--- src/rtl/utlb_lookup.sv ---
// Multi-port TLB lookup: a private fully-associative micro-TLB per port, with misses
// served by one shared main-TLB comparator behind a round-robin arbiter.
package utlb_pkg;
  // Width of the main-entry index carried in results (covers up to 16 main entries).
  localparam int TLB_IDX_W = 4;

  typedef struct packed {
    logic [18:0] vpn2;
    logic [7:0]  asid;
    logic        g;
    logic [19:0] pfn0;
    logic        d0;
    logic        v0;
    logic [2:0]  c0;
    logic [19:0] pfn1;
    logic        d1;
    logic        v1;
    logic [2:0]  c1;
  } tlb_entry_t;

  typedef struct packed {
    logic                 miss;
    logic [TLB_IDX_W-1:0] which;
    logic [31:0]          phy_addr;
    logic                 dirty;
    logic                 valid;
    logic [2:0]           cache_flag;
  } tlb_result_t;
endpackage

// state  | meaning
// S_IDLE | ready; request checked against the micro-TLB this cycle
// S_WAIT | micro miss or flush; waiting for a main-comparator grant
module utlb_lookup
  import utlb_pkg::*;
#(
  parameter int NUM_ENTRIES = 16,
  parameter int NUM_PORTS   = 2,
  parameter int UTLB_DEPTH  = 4
) (
  input  logic                                clk,
  input  logic                                rst,
  input  tlb_entry_t  [NUM_ENTRIES-1:0]       entries,
  input  logic [7:0]                          asid,
  input  logic                                flush,
  input  logic [NUM_PORTS-1:0]                req_valid,
  output logic [NUM_PORTS-1:0]                req_ready,
  input  logic [NUM_PORTS-1:0][31:0]          req_vaddr,
  output logic [NUM_PORTS-1:0]                resp_valid,
  output tlb_result_t [NUM_PORTS-1:0]         resp
);
  localparam int PTR_W = (NUM_PORTS > 1) ? $clog2(NUM_PORTS) : 1;
  localparam int VW    = (UTLB_DEPTH > 1) ? $clog2(UTLB_DEPTH) : 1;
  localparam logic S_IDLE = 1'b0;
  localparam logic S_WAIT = 1'b1;

  function automatic logic ent_match(tlb_entry_t e, logic [18:0] vpn2, logic [7:0] cur_asid);
    return (e.vpn2 == vpn2) && (e.g || (e.asid == cur_asid));
  endfunction

  function automatic tlb_result_t ent_result(tlb_entry_t e, logic [TLB_IDX_W-1:0] idx,
                                             logic [31:0] va, logic miss);
    tlb_result_t r;
    r.miss  = miss;
    r.which = idx;
    if (va[12]) begin
      r.phy_addr = {e.pfn1, va[11:0]};
      r.dirty = e.d1; r.valid = e.v1; r.cache_flag = e.c1;
    end else begin
      r.phy_addr = {e.pfn0, va[11:0]};
      r.dirty = e.d0; r.valid = e.v0; r.cache_flag = e.c0;
    end
    return r;
  endfunction

  logic [NUM_PORTS-1:0]                              state_q, state_d;
  logic [NUM_PORTS-1:0][31:0]                        vaddr_q, vaddr_d;
  logic [NUM_PORTS-1:0]                              resp_valid_q, resp_valid_d;
  tlb_result_t [NUM_PORTS-1:0]                       resp_q, resp_d;
  logic [NUM_PORTS-1:0][UTLB_DEPTH-1:0]              uv_q, uv_d;
  tlb_entry_t [NUM_PORTS-1:0][UTLB_DEPTH-1:0]        ue_q, ue_d;
  logic [NUM_PORTS-1:0][UTLB_DEPTH-1:0][TLB_IDX_W-1:0] ui_q, ui_d;
  logic [NUM_PORTS-1:0][VW-1:0]                      victim_q, victim_d;
  logic [PTR_W-1:0]                                  rr_q, rr_d;

  logic [NUM_PORTS-1:0]        u_hit;
  tlb_result_t [NUM_PORTS-1:0] u_res;
  logic [NUM_PORTS-1:0]        gnt;
  logic                        gnt_any;
  logic [PTR_W-1:0]            gnt_idx;
  logic [31:0]                 gnt_vaddr;
  logic                        main_hit;
  logic [TLB_IDX_W-1:0]        main_idx;
  tlb_result_t                 main_res;

  always_comb begin
    u_hit = '0;
    u_res = '0;
    for (int p = 0; p < NUM_PORTS; p++) begin
      for (int d = 0; d < UTLB_DEPTH; d++) begin
        if (uv_q[p][d] && ent_match(ue_q[p][d], req_vaddr[p][31:13], asid)) begin
          u_hit[p] = 1'b1;
          u_res[p] = ent_result(ue_q[p][d], ui_q[p][d], req_vaddr[p], 1'b0);
        end
      end
    end
  end

  // Round-robin search starting at rr_q; first waiting port wins.
  always_comb begin
    gnt     = '0;
    gnt_any = 1'b0;
    gnt_idx = '0;
    for (int k = 0; k < NUM_PORTS; k++) begin
      int j;
      j = int'(rr_q) + k;
      if (j >= NUM_PORTS) j = j - NUM_PORTS;
      if (!gnt_any && state_q[j] == S_WAIT) begin
        gnt_any = 1'b1;
        gnt_idx = PTR_W'(j);
      end
    end
    if (gnt_any) gnt[gnt_idx] = 1'b1;
    rr_d = rr_q;
    if (gnt_any) rr_d = (int'(gnt_idx) == NUM_PORTS - 1) ? '0 : gnt_idx + 1'b1;
  end

  // Later matches overwrite earlier ones, so the highest index wins; a miss reports entry 0.
  always_comb begin
    gnt_vaddr = vaddr_q[gnt_idx];
    main_hit  = 1'b0;
    main_idx  = '0;
    for (int i = 0; i < NUM_ENTRIES; i++) begin
      if (ent_match(entries[i], gnt_vaddr[31:13], asid)) begin
        main_hit = 1'b1;
        main_idx = TLB_IDX_W'(i);
      end
    end
    main_res = ent_result(entries[main_idx], main_idx, gnt_vaddr, !main_hit);
  end

  always_ff @(posedge clk or posedge rst) begin
    if (rst) state_q <= '0;
    else     state_q <= state_d;
  end

  always_comb begin
    state_d = state_q;
    for (int p = 0; p < NUM_PORTS; p++) begin
      case (state_q[p])
        S_IDLE:  if (req_valid[p] && (!u_hit[p] || flush)) state_d[p] = S_WAIT;
        default: if (gnt[p]) state_d[p] = S_IDLE;
      endcase
    end
  end

  always_comb begin
    for (int p = 0; p < NUM_PORTS; p++) req_ready[p] = (state_q[p] == S_IDLE);
  end

  always_comb begin
    vaddr_d      = vaddr_q;
    resp_valid_d = '0;
    resp_d       = resp_q;
    uv_d         = uv_q;
    ue_d         = ue_q;
    ui_d         = ui_q;
    victim_d     = victim_q;
    for (int p = 0; p < NUM_PORTS; p++) begin
      if (state_q[p] == S_IDLE && req_valid[p]) begin
        if (u_hit[p] && !flush) begin
          resp_valid_d[p] = 1'b1;
          resp_d[p]       = u_res[p];
        end else begin
          vaddr_d[p] = req_vaddr[p];
        end
      end
      if (gnt[p]) begin
        resp_valid_d[p] = 1'b1;
        resp_d[p]       = main_res;
        if (!main_res.miss && !flush) begin
          uv_d[p][victim_q[p]] = 1'b1;
          ue_d[p][victim_q[p]] = entries[main_idx];
          ui_d[p][victim_q[p]] = main_idx;
          victim_d[p] = (victim_q[p] == VW'(UTLB_DEPTH - 1)) ? '0 : victim_q[p] + 1'b1;
        end
      end
    end
    if (flush) uv_d = '0;
  end

  always_ff @(posedge clk or posedge rst) begin
    if (rst) begin
      vaddr_q      <= '0;
      resp_valid_q <= '0;
      resp_q       <= '0;
      uv_q         <= '0;
      ue_q         <= '0;
      ui_q         <= '0;
      victim_q     <= '0;
      rr_q         <= '0;
    end else begin
      vaddr_q      <= vaddr_d;
      resp_valid_q <= resp_valid_d;
      resp_q       <= resp_d;
      uv_q         <= uv_d;
      ue_q         <= ue_d;
      ui_q         <= ui_d;
      victim_q     <= victim_d;
      rr_q         <= rr_d;
    end
  end

  assign resp_valid = resp_valid_q;
  assign resp       = resp_q;
endmodule

--- config.mk ---
export PLATFORM = sky130hd
export DESIGN_NAME = utlb_lookup
export DESIGN_NICKNAME = d
export VERILOG_FILES = /design/src/rtl/utlb_lookup.sv
export SDC_FILE = /design/constraint.sdc
export NUM_CORES = 2
export LEC_CHECK = 0
export ABC_AREA = 1
export BUFFER_PORTS_ARGS = -buffer_cell sky130_fd_sc_hd__buf_2
export CAP_MARGIN = 0
export CORE_AREA = 3 3 548 550
export CTS_CLUSTER_SIZE = 28
export DETAILED_ROUTE_END_ITERATION = 12
export DIE_AREA = 0 0 551 553
export HOLD_SLACK_MARGIN = 0.08
export PLACE_DENSITY_LB_ADDON = 0.05
export SYNTH_ARGS = -nofsm -noshare
export SYNTH_HDL_FRONTEND = slang
export SYNTH_SLANG_ARGS = --single-unit
--- constraint.sdc ---
create_clock -name clk -period 41.7 [get_ports clk]
set_input_delay 8.34 -clock clk [delete_from_list [all_inputs] [get_ports clk]]
set_output_delay 8.34 -clock clk [all_outputs]
set_load 0.01 [all_outputs]
=== After elaboration in Yosys (flattened, before gate mapping) ===
Cells that the tools add are included.

* Register bits after elaboration: 821
* Input port bits: 1325
* Output and inout port bits: 88
* Logic and storage cells: 396

* Add/sub/neg operators: 6
* Order comparisons: 11
* Eq/ne operators: 50
* Multiplexer cells: 117
* Bitwise logic cells: 6
* Reduce and logical (&&, ||, !) cells: 89

{| class="wikitable"
|+ Operators with widths
! kind !! count
|-
| bitwise mux 312 bit || 2
|-
| == test 19 bit || 24
|-
| two-way mux 42 bit || 10
|-
| two-way mux 37 bit || 9
|-
| binary-select mux 78 bit (select 4 bit) || 1
|-
| demux 78 bit (select 2 bit) || 2
|-
| two-way mux 78 bit || 3
|-
| == test 8 bit || 24
|-
| two-way mux 41 bit || 4
|-
| two-way mux 32 bit || 4
|-
| two-way mux 4 bit || 20
|-
| less-than comparator 32 x 3 -> 1 bit (second input constant) || 2
|-
| two-way mux 1 bit || 51
|-
| logical AND 1 bit || 43
|-
| bitwise mux 16 bit || 2
|-
| logical OR 1 bit || 26
|-
| demux 4 bit (select 2 bit) || 2
|-
| AND reduction 2 bit || 8
|-
| nonzero test 2 bit || 7
|-
| two-way mux 8 bit || 1
|-
| OR 4 bit || 2
|-
| less-than comparator 2 x 3 -> 1 bit (second input constant) || 2
|-
| two-way mux 2 bit || 3
|-
| zero test 1 bit || 5
|-
| 15 further kinds || 22
|}

=== Longest topological paths before layout ===
* Depth after elaboration: 33
* Mapped depth: 38
* Depth with buffers taken out: 35

=== Worst setup path after synthesis ===
Ideal clock, no wire load.

* Kind: in2reg
* Start: input asid[4]
* End: register resp_q, in the netlist resp[10]
* Setup time: 0.135 ns
* Arrival time: 11.265 ns
* Data required time: 41.565 ns
* Setup slack: 30.300 ns
* Cell stages on the path: 17
* Buffers on the path: 5
* Cell sequence: clkbuf_1 > buf_2 > buf_2 > xnor2_1 > nand3_1 > o41ai_1 > nand2_1 > nand4_1 > nand2_1 > nor2_1 > inv_1 > nand2_1 > inv_1 > buf_2 > buf_2 > nand2_1 > o211ai_1

* Longest elaborated chain between the ends: 11
* Elaborated cells on any way between the ends: 30
* Those cells by class: 4 x eq/ne; 11 x mux; 15 x reduce/logical

{| class="wikitable"
|+ RTL lines
! what !! RTL line !! source
|-
| start, declared || 44 || <nowiki>input logic [7:0] asid,</nowiki>
|-
| == test 8 bit || 58 || <nowiki>return (e.vpn2 == vpn2) && (e.g || (e.asid == cur_asid));</nowiki>
|-
| logical OR 1 bit || 58 ||
|-
| logical AND 1 bit || 58 ||
|-
| logical AND 1 bit || 101 || <nowiki>if (uv_q[p][d] && ent_match(ue_q[p][d], req_vaddr[p][31:13], asid)) begin</nowiki>
|-
| two-way mux 41 bit or two-way mux 1 bit (tied branches) (3 in series) || 101 ||
|-
| two-way mux 42 bit or two-way mux 1 bit (tied branches) || 101 ||
|-
| two-way mux 42 bit or logical AND 1 bit (tied branches) || 171 || <nowiki>if (u_hit[p] && !flush) begin</nowiki>
|-
| two-way mux 42 bit or nonzero test 2 bit (tied branches) || n/a ||
|-
| two-way mux 42 bit or AND reduction 2 bit (tied branches) || n/a ||
|-
| end signal, assigned || 205 || <nowiki>resp_q <= resp_d;</nowiki>
|-
| end, declared || 79 || <nowiki>tlb_result_t [NUM_PORTS-1:0] resp_q, resp_d;</nowiki>
|}

Parallel ways exist; a longest one is shown, timed or not. The select of a mux whose other input is x is not followed.
A chain may end at the register's enable or synchronous reset.

=== Worst setup path in the final report ===
* Start: input asid[4]
* End: register ue_q[20] (netlist name)

* Longest elaborated chain between the ends: 21
* Elaborated cells on any way between the ends: 84
* Those cells by class: 16 x eq/ne; 34 x mux; 34 x reduce/logical

{| class="wikitable"
|+ RTL lines
! what !! RTL line !! source
|-
| == test 8 bit || 58 ||
|-
| logical OR 1 bit || 58 ||
|-
| logical AND 1 bit || 58 ||
|-
| two-way mux 1 bit || 134 || <nowiki>if (ent_match(entries[i], gnt_vaddr[31:13], asid)) begin</nowiki>
|-
| two-way mux 4 bit or two-way mux 1 bit (tied branches) (14 in series) || 134 ||
|-
| binary-select mux 78 bit (select 4 bit) or two-way mux 1 bit (tied branches) || 183, 134 ||
|-
| two-way mux 78 bit (implied by the code) or logical AND 1 bit (tied branches) || 183, 181 ||
|-
| bitwise mux 312 bit or AND reduction 2 bit (tied branches) || n/a ||
|-
| end signal, assigned || 207 || <nowiki>ue_q <= ue_d;</nowiki>
|-
| end, declared || 81 || <nowiki>tlb_entry_t [NUM_PORTS-1:0][UTLB_DEPTH-1:0] ue_q, ue_d;</nowiki>
|}

Parallel ways exist; a longest one is shown, timed or not. The select of a mux whose other input is x is not followed.

==> run metrics <==
net switching fraction of the power 45.0%; TNS Setup 0 ns; average vias per placed instance 4.94; ratio of final minimum period to clock period 39.1%; CTS H-Tree Depth 3; final slew viol count 0; internal power component 1.72 mW; portion of total power attributed to the clock network 29.7%; setup slack, reg-to-reg 31.99 ns; number of flops mapped to enable cells by yosys 0; final setup skew 0.0874 ns; async set-or-reset flop fraction in the synthesized netlist 100%; Final Hold Viols 0; result of the run complete, no violations; Worst Hold Depth 2; commonest cells after routing, fill and taps aside nand2_1 (3,330), buf_2 (1,410), nand3_1 (1,158); most common cell after layout, fill and taps aside nand2_1; Avg Inst Size Synth 6.61 sq um; cell area after synthesis 60,700 sq um; largest net degree at the start of global routing 172; Core Footprint 296,000 sq um; min cycle time layout 16.31 ns; Net count, final 11,571; worst slack after detailed placement 24.90 ns; LEAKAGE 38.7 nW; Antenna Nets Post-Route 0; DIE AREA 305,000 sq um; min-delay src ue_q[334]$_DFFE_PP0P_; cell occurring most often along the worst timing path nand2_1; # Post-CTS Setup Buffers 0; Routed wire per std cell 35.7 microns; Cell Rows 200; count of vias placed by the detailed router 71,526; total nets after synthesis 10,524; measured slew at the worst slew-check pin 1.23 ns; number of remaining DRC errors 0; Worst-Skew Late Latency 0.79 ns; maximum buffer depth of the clock tree 3; number of placed I/O pins 1,413; root buffer cell clkbuf_16; total grt overflow 0; first-pass detailed-route iteration total 6; initial antenna violation count 198; Initial Util 20.5%; WP data arrival 16.95 ns; FILL cells 34,048; wire length of the first global-routing pass 675 mm; clock-pin transition on the worst setup and hold timing paths 0.06 ns; sequential area share after synthesis 33.8%; final wirelength 517 mm; post-CTS resize count 0; CTS tree built; post-route design area 75,000 sq um; post-detailed-placement cell area 71,100 sq um; peak ir drop on the vdd network 47.2 uV; Port-buffer cells 1,412; portion of total power attributed to combinational logic 39.9%; RSZ-0062 raised after global routing no; clk sinks 821; layout cell share with drive strength beyond 1 18.5%; Crit Reg-Reg Startpoint rr_q$_DFFE_PP0N_; Setup crit end kind flop; die width 551 microns; portion of total power attributed to sequential cells 30.4%; post-route non-filler standard cell count 14,471; critical-path maximum fanout 82; max frequency 61.3 MHz; Cells after Synth 9,191; Tot GR Track Use 32.7%; Chip Height 553 microns; vias in the first global route 70,381; count of synthesis-stage warnings from yosys 0; Worst EP required 42.34 ns; net switching power 1.41 mW; Top delay family on crit path buffers and inverters; max-slew headroom at the worst pin 18.2%; stage delay of the slowest cell on the critical path 0.83 ns; number of max-cap violations 0; relative area change from synthesis to final layout 23.5%; buffers and inverters on the worst path 8; hold worst-path end ue_q[334]$_DFFE_PP0P_; total instance count after detailed placement 14,072; worst slack on hold paths 0.479 ns; Final WS setup 25.39 ns; total clock buffers created by CTS 103; iteration-0 DRC count of the detailed router 7,096; Worst Setup SP asid[4]; slowest stage cell, crit path buf_4; critical register-to-register path endpoint ue_q[20]$_DFFE_PP0P_; most used flip-flop cell after synthesis dfrtp_1; path type of the worst min-delay path flop to flop; number of hold buffers added after cts 0; endpoints failing setup 0; cell depth of the worst flop-to-flop path 28; GP Congestion 1.01; category of the worst setup path launch point input port; detailed placer's ending HPWL 407 mm; post-synthesis register bit count 821; power density of the placed cells 41.7 nW/um^2; Crit Path Class input port to flop; distinct cell type count of the synthesized netlist 59
power by group through the flow:
| stage | logic, mW | clock network [mW] | registers [mW] |
|---|---|---|---|
| after detailed placement | 1.25 | 0 | 0.966 |
| after CTS | 1.25 | 0.952 | 0.952 |
| after floorplan | 0.583 | 0 | 0.934 |
| after global routing | 1.31 | 0.983 | 0.956 |
| after global placement | 1.25 | 0 | 0.966 |
| final | 1.25 | 0.927 | 0.950 |
sequential cells by signal, summed over array words and instances, names as in the netlist:
signal / flops
vaddr_q: 64
state_q: 2
victim_q: 4
uv_q: 8
resp_valid: 2
ui_q: 32
resp: 84
ue_q: 624
rr_q: 1
cell usage after synthesis (15+ instances only):
| library cell | instances | area, sq um |
|---|---|---|
| nor4_1 | 54 | 338 |
| nand3_1 | 1160 | 5810 |
| o221ai_1 | 15 | 131 |
| nand3b_1 | 267 | 2000 |
| buf_4 | 53 | 398 |
| a32oi_1 | 18 | 158 |
| buf_6 | 26 | 293 |
| a221oi_1 | 34 | 298 |
| nand4_1 | 104 | 651 |
| xnor2_1 | 125 | 1090 |
| nor2_1 | 220 | 826 |
| a311oi_1 | 22 | 193 |
| a21oi_1 | 144 | 721 |
| clkbuf_1 | 277 | 1040 |
| o211ai_1 | 172 | 1290 |
| dfrtp_1 | 821 | 20500 |
| or2_2 | 77 | 482 |
| xor2_1 | 253 | 2220 |
| nor3_1 | 39 | 195 |
| o21ai_0 | 429 | 2150 |
| o2111ai_1 | 25 | 219 |
| inv_1 | 944 | 3540 |
| buf_2 | 169 | 846 |
| nand2_2 | 68 | 425 |
| o21ai_1 | 42 | 210 |
| nand2_1 | 3338 | 12500 |
| a31oi_1 | 23 | 144 |
| mux2i_1 | 72 | 721 |
| buf_1 | 81 | 304 |
| o22ai_1 | 20 | 125 |
per-stage QoR:
stage / utilization [%] / power, mW
2_1_floorplan: - / 1.52
3_3_place_gp: 24.0 / 2.22
3_5_place_dp: 24.0 / 2.21
4_1_cts: 25.1 / 3.15
5_1_grt: 25.3 / 3.24
6_report: 25.3 / 3.13
how the worst max path moves through the flow:
stage / to / depth (start not counted) / slack (ns)
floorplan: resp[0]$_DFFE_PP0P_ / 1 / 10.30
global placement: ue_q[511]$_DFFE_PP0P_ / 20 / 24.68
detailed placement: ue_q[176]$_DFFE_PP0P_ / 36 / 24.90
CTS: ue_q[176]$_DFFE_PP0P_ / 36 / 25.73
global route: ue_q[488]$_DFFE_PP0P_ / 36 / 25.13
finish: ue_q[20]$_DFFE_PP0P_ / 36 / 25.39
tightest hold or removal path, delay by kind of cell, from the launching register on:
family	cells	cell delay, ns
flip-flops	1	0.34
AND/OR/NAND/NOR	2	0.10
cell families after synthesis:
kind of cell | Yosys count | synth area share (%)
DFF | 821 | 33.8
and+or+nand+nor | 5349 | 38.6
muxes | 72 | 1.19
xor gates and xnor gates | 378 | 5.45
adders and majority gates | 8 | 0.165
AOI/OAI and AO/OA | 987 | 9.92
buffers and inverters | 1576 | 10.8
cell type report:
cell class / instances / area, sq um / area share [%]
inverter: 966 / 3660 / 4.88
clock buffer: 151 / 2970 / 3.96
timing repair buffer: 1552 / 8190 / 10.9
antenna: 217 / 543 / 0.724
sequential: 821 / 20500 / 27.4
clock inverter: 31 / 403 / 0.537
multi-input combinational: 6794 / 33700 / 45.0
tap: 3939 / 4930 / 6.57
layer usage:
metal | vias to the layer above | wire, microns | GRT usage, %
met2 | 3038 | 249000 | 55.9
met1 | 35679 | 200000 | 38.2
met4 | 60 | 38700 | 20.3
met3 | 771 | 27900 | 4.60
met5 | - | 386 | 0
li1 | 31978 | - | -
Power figures use the tool's default switching activity.
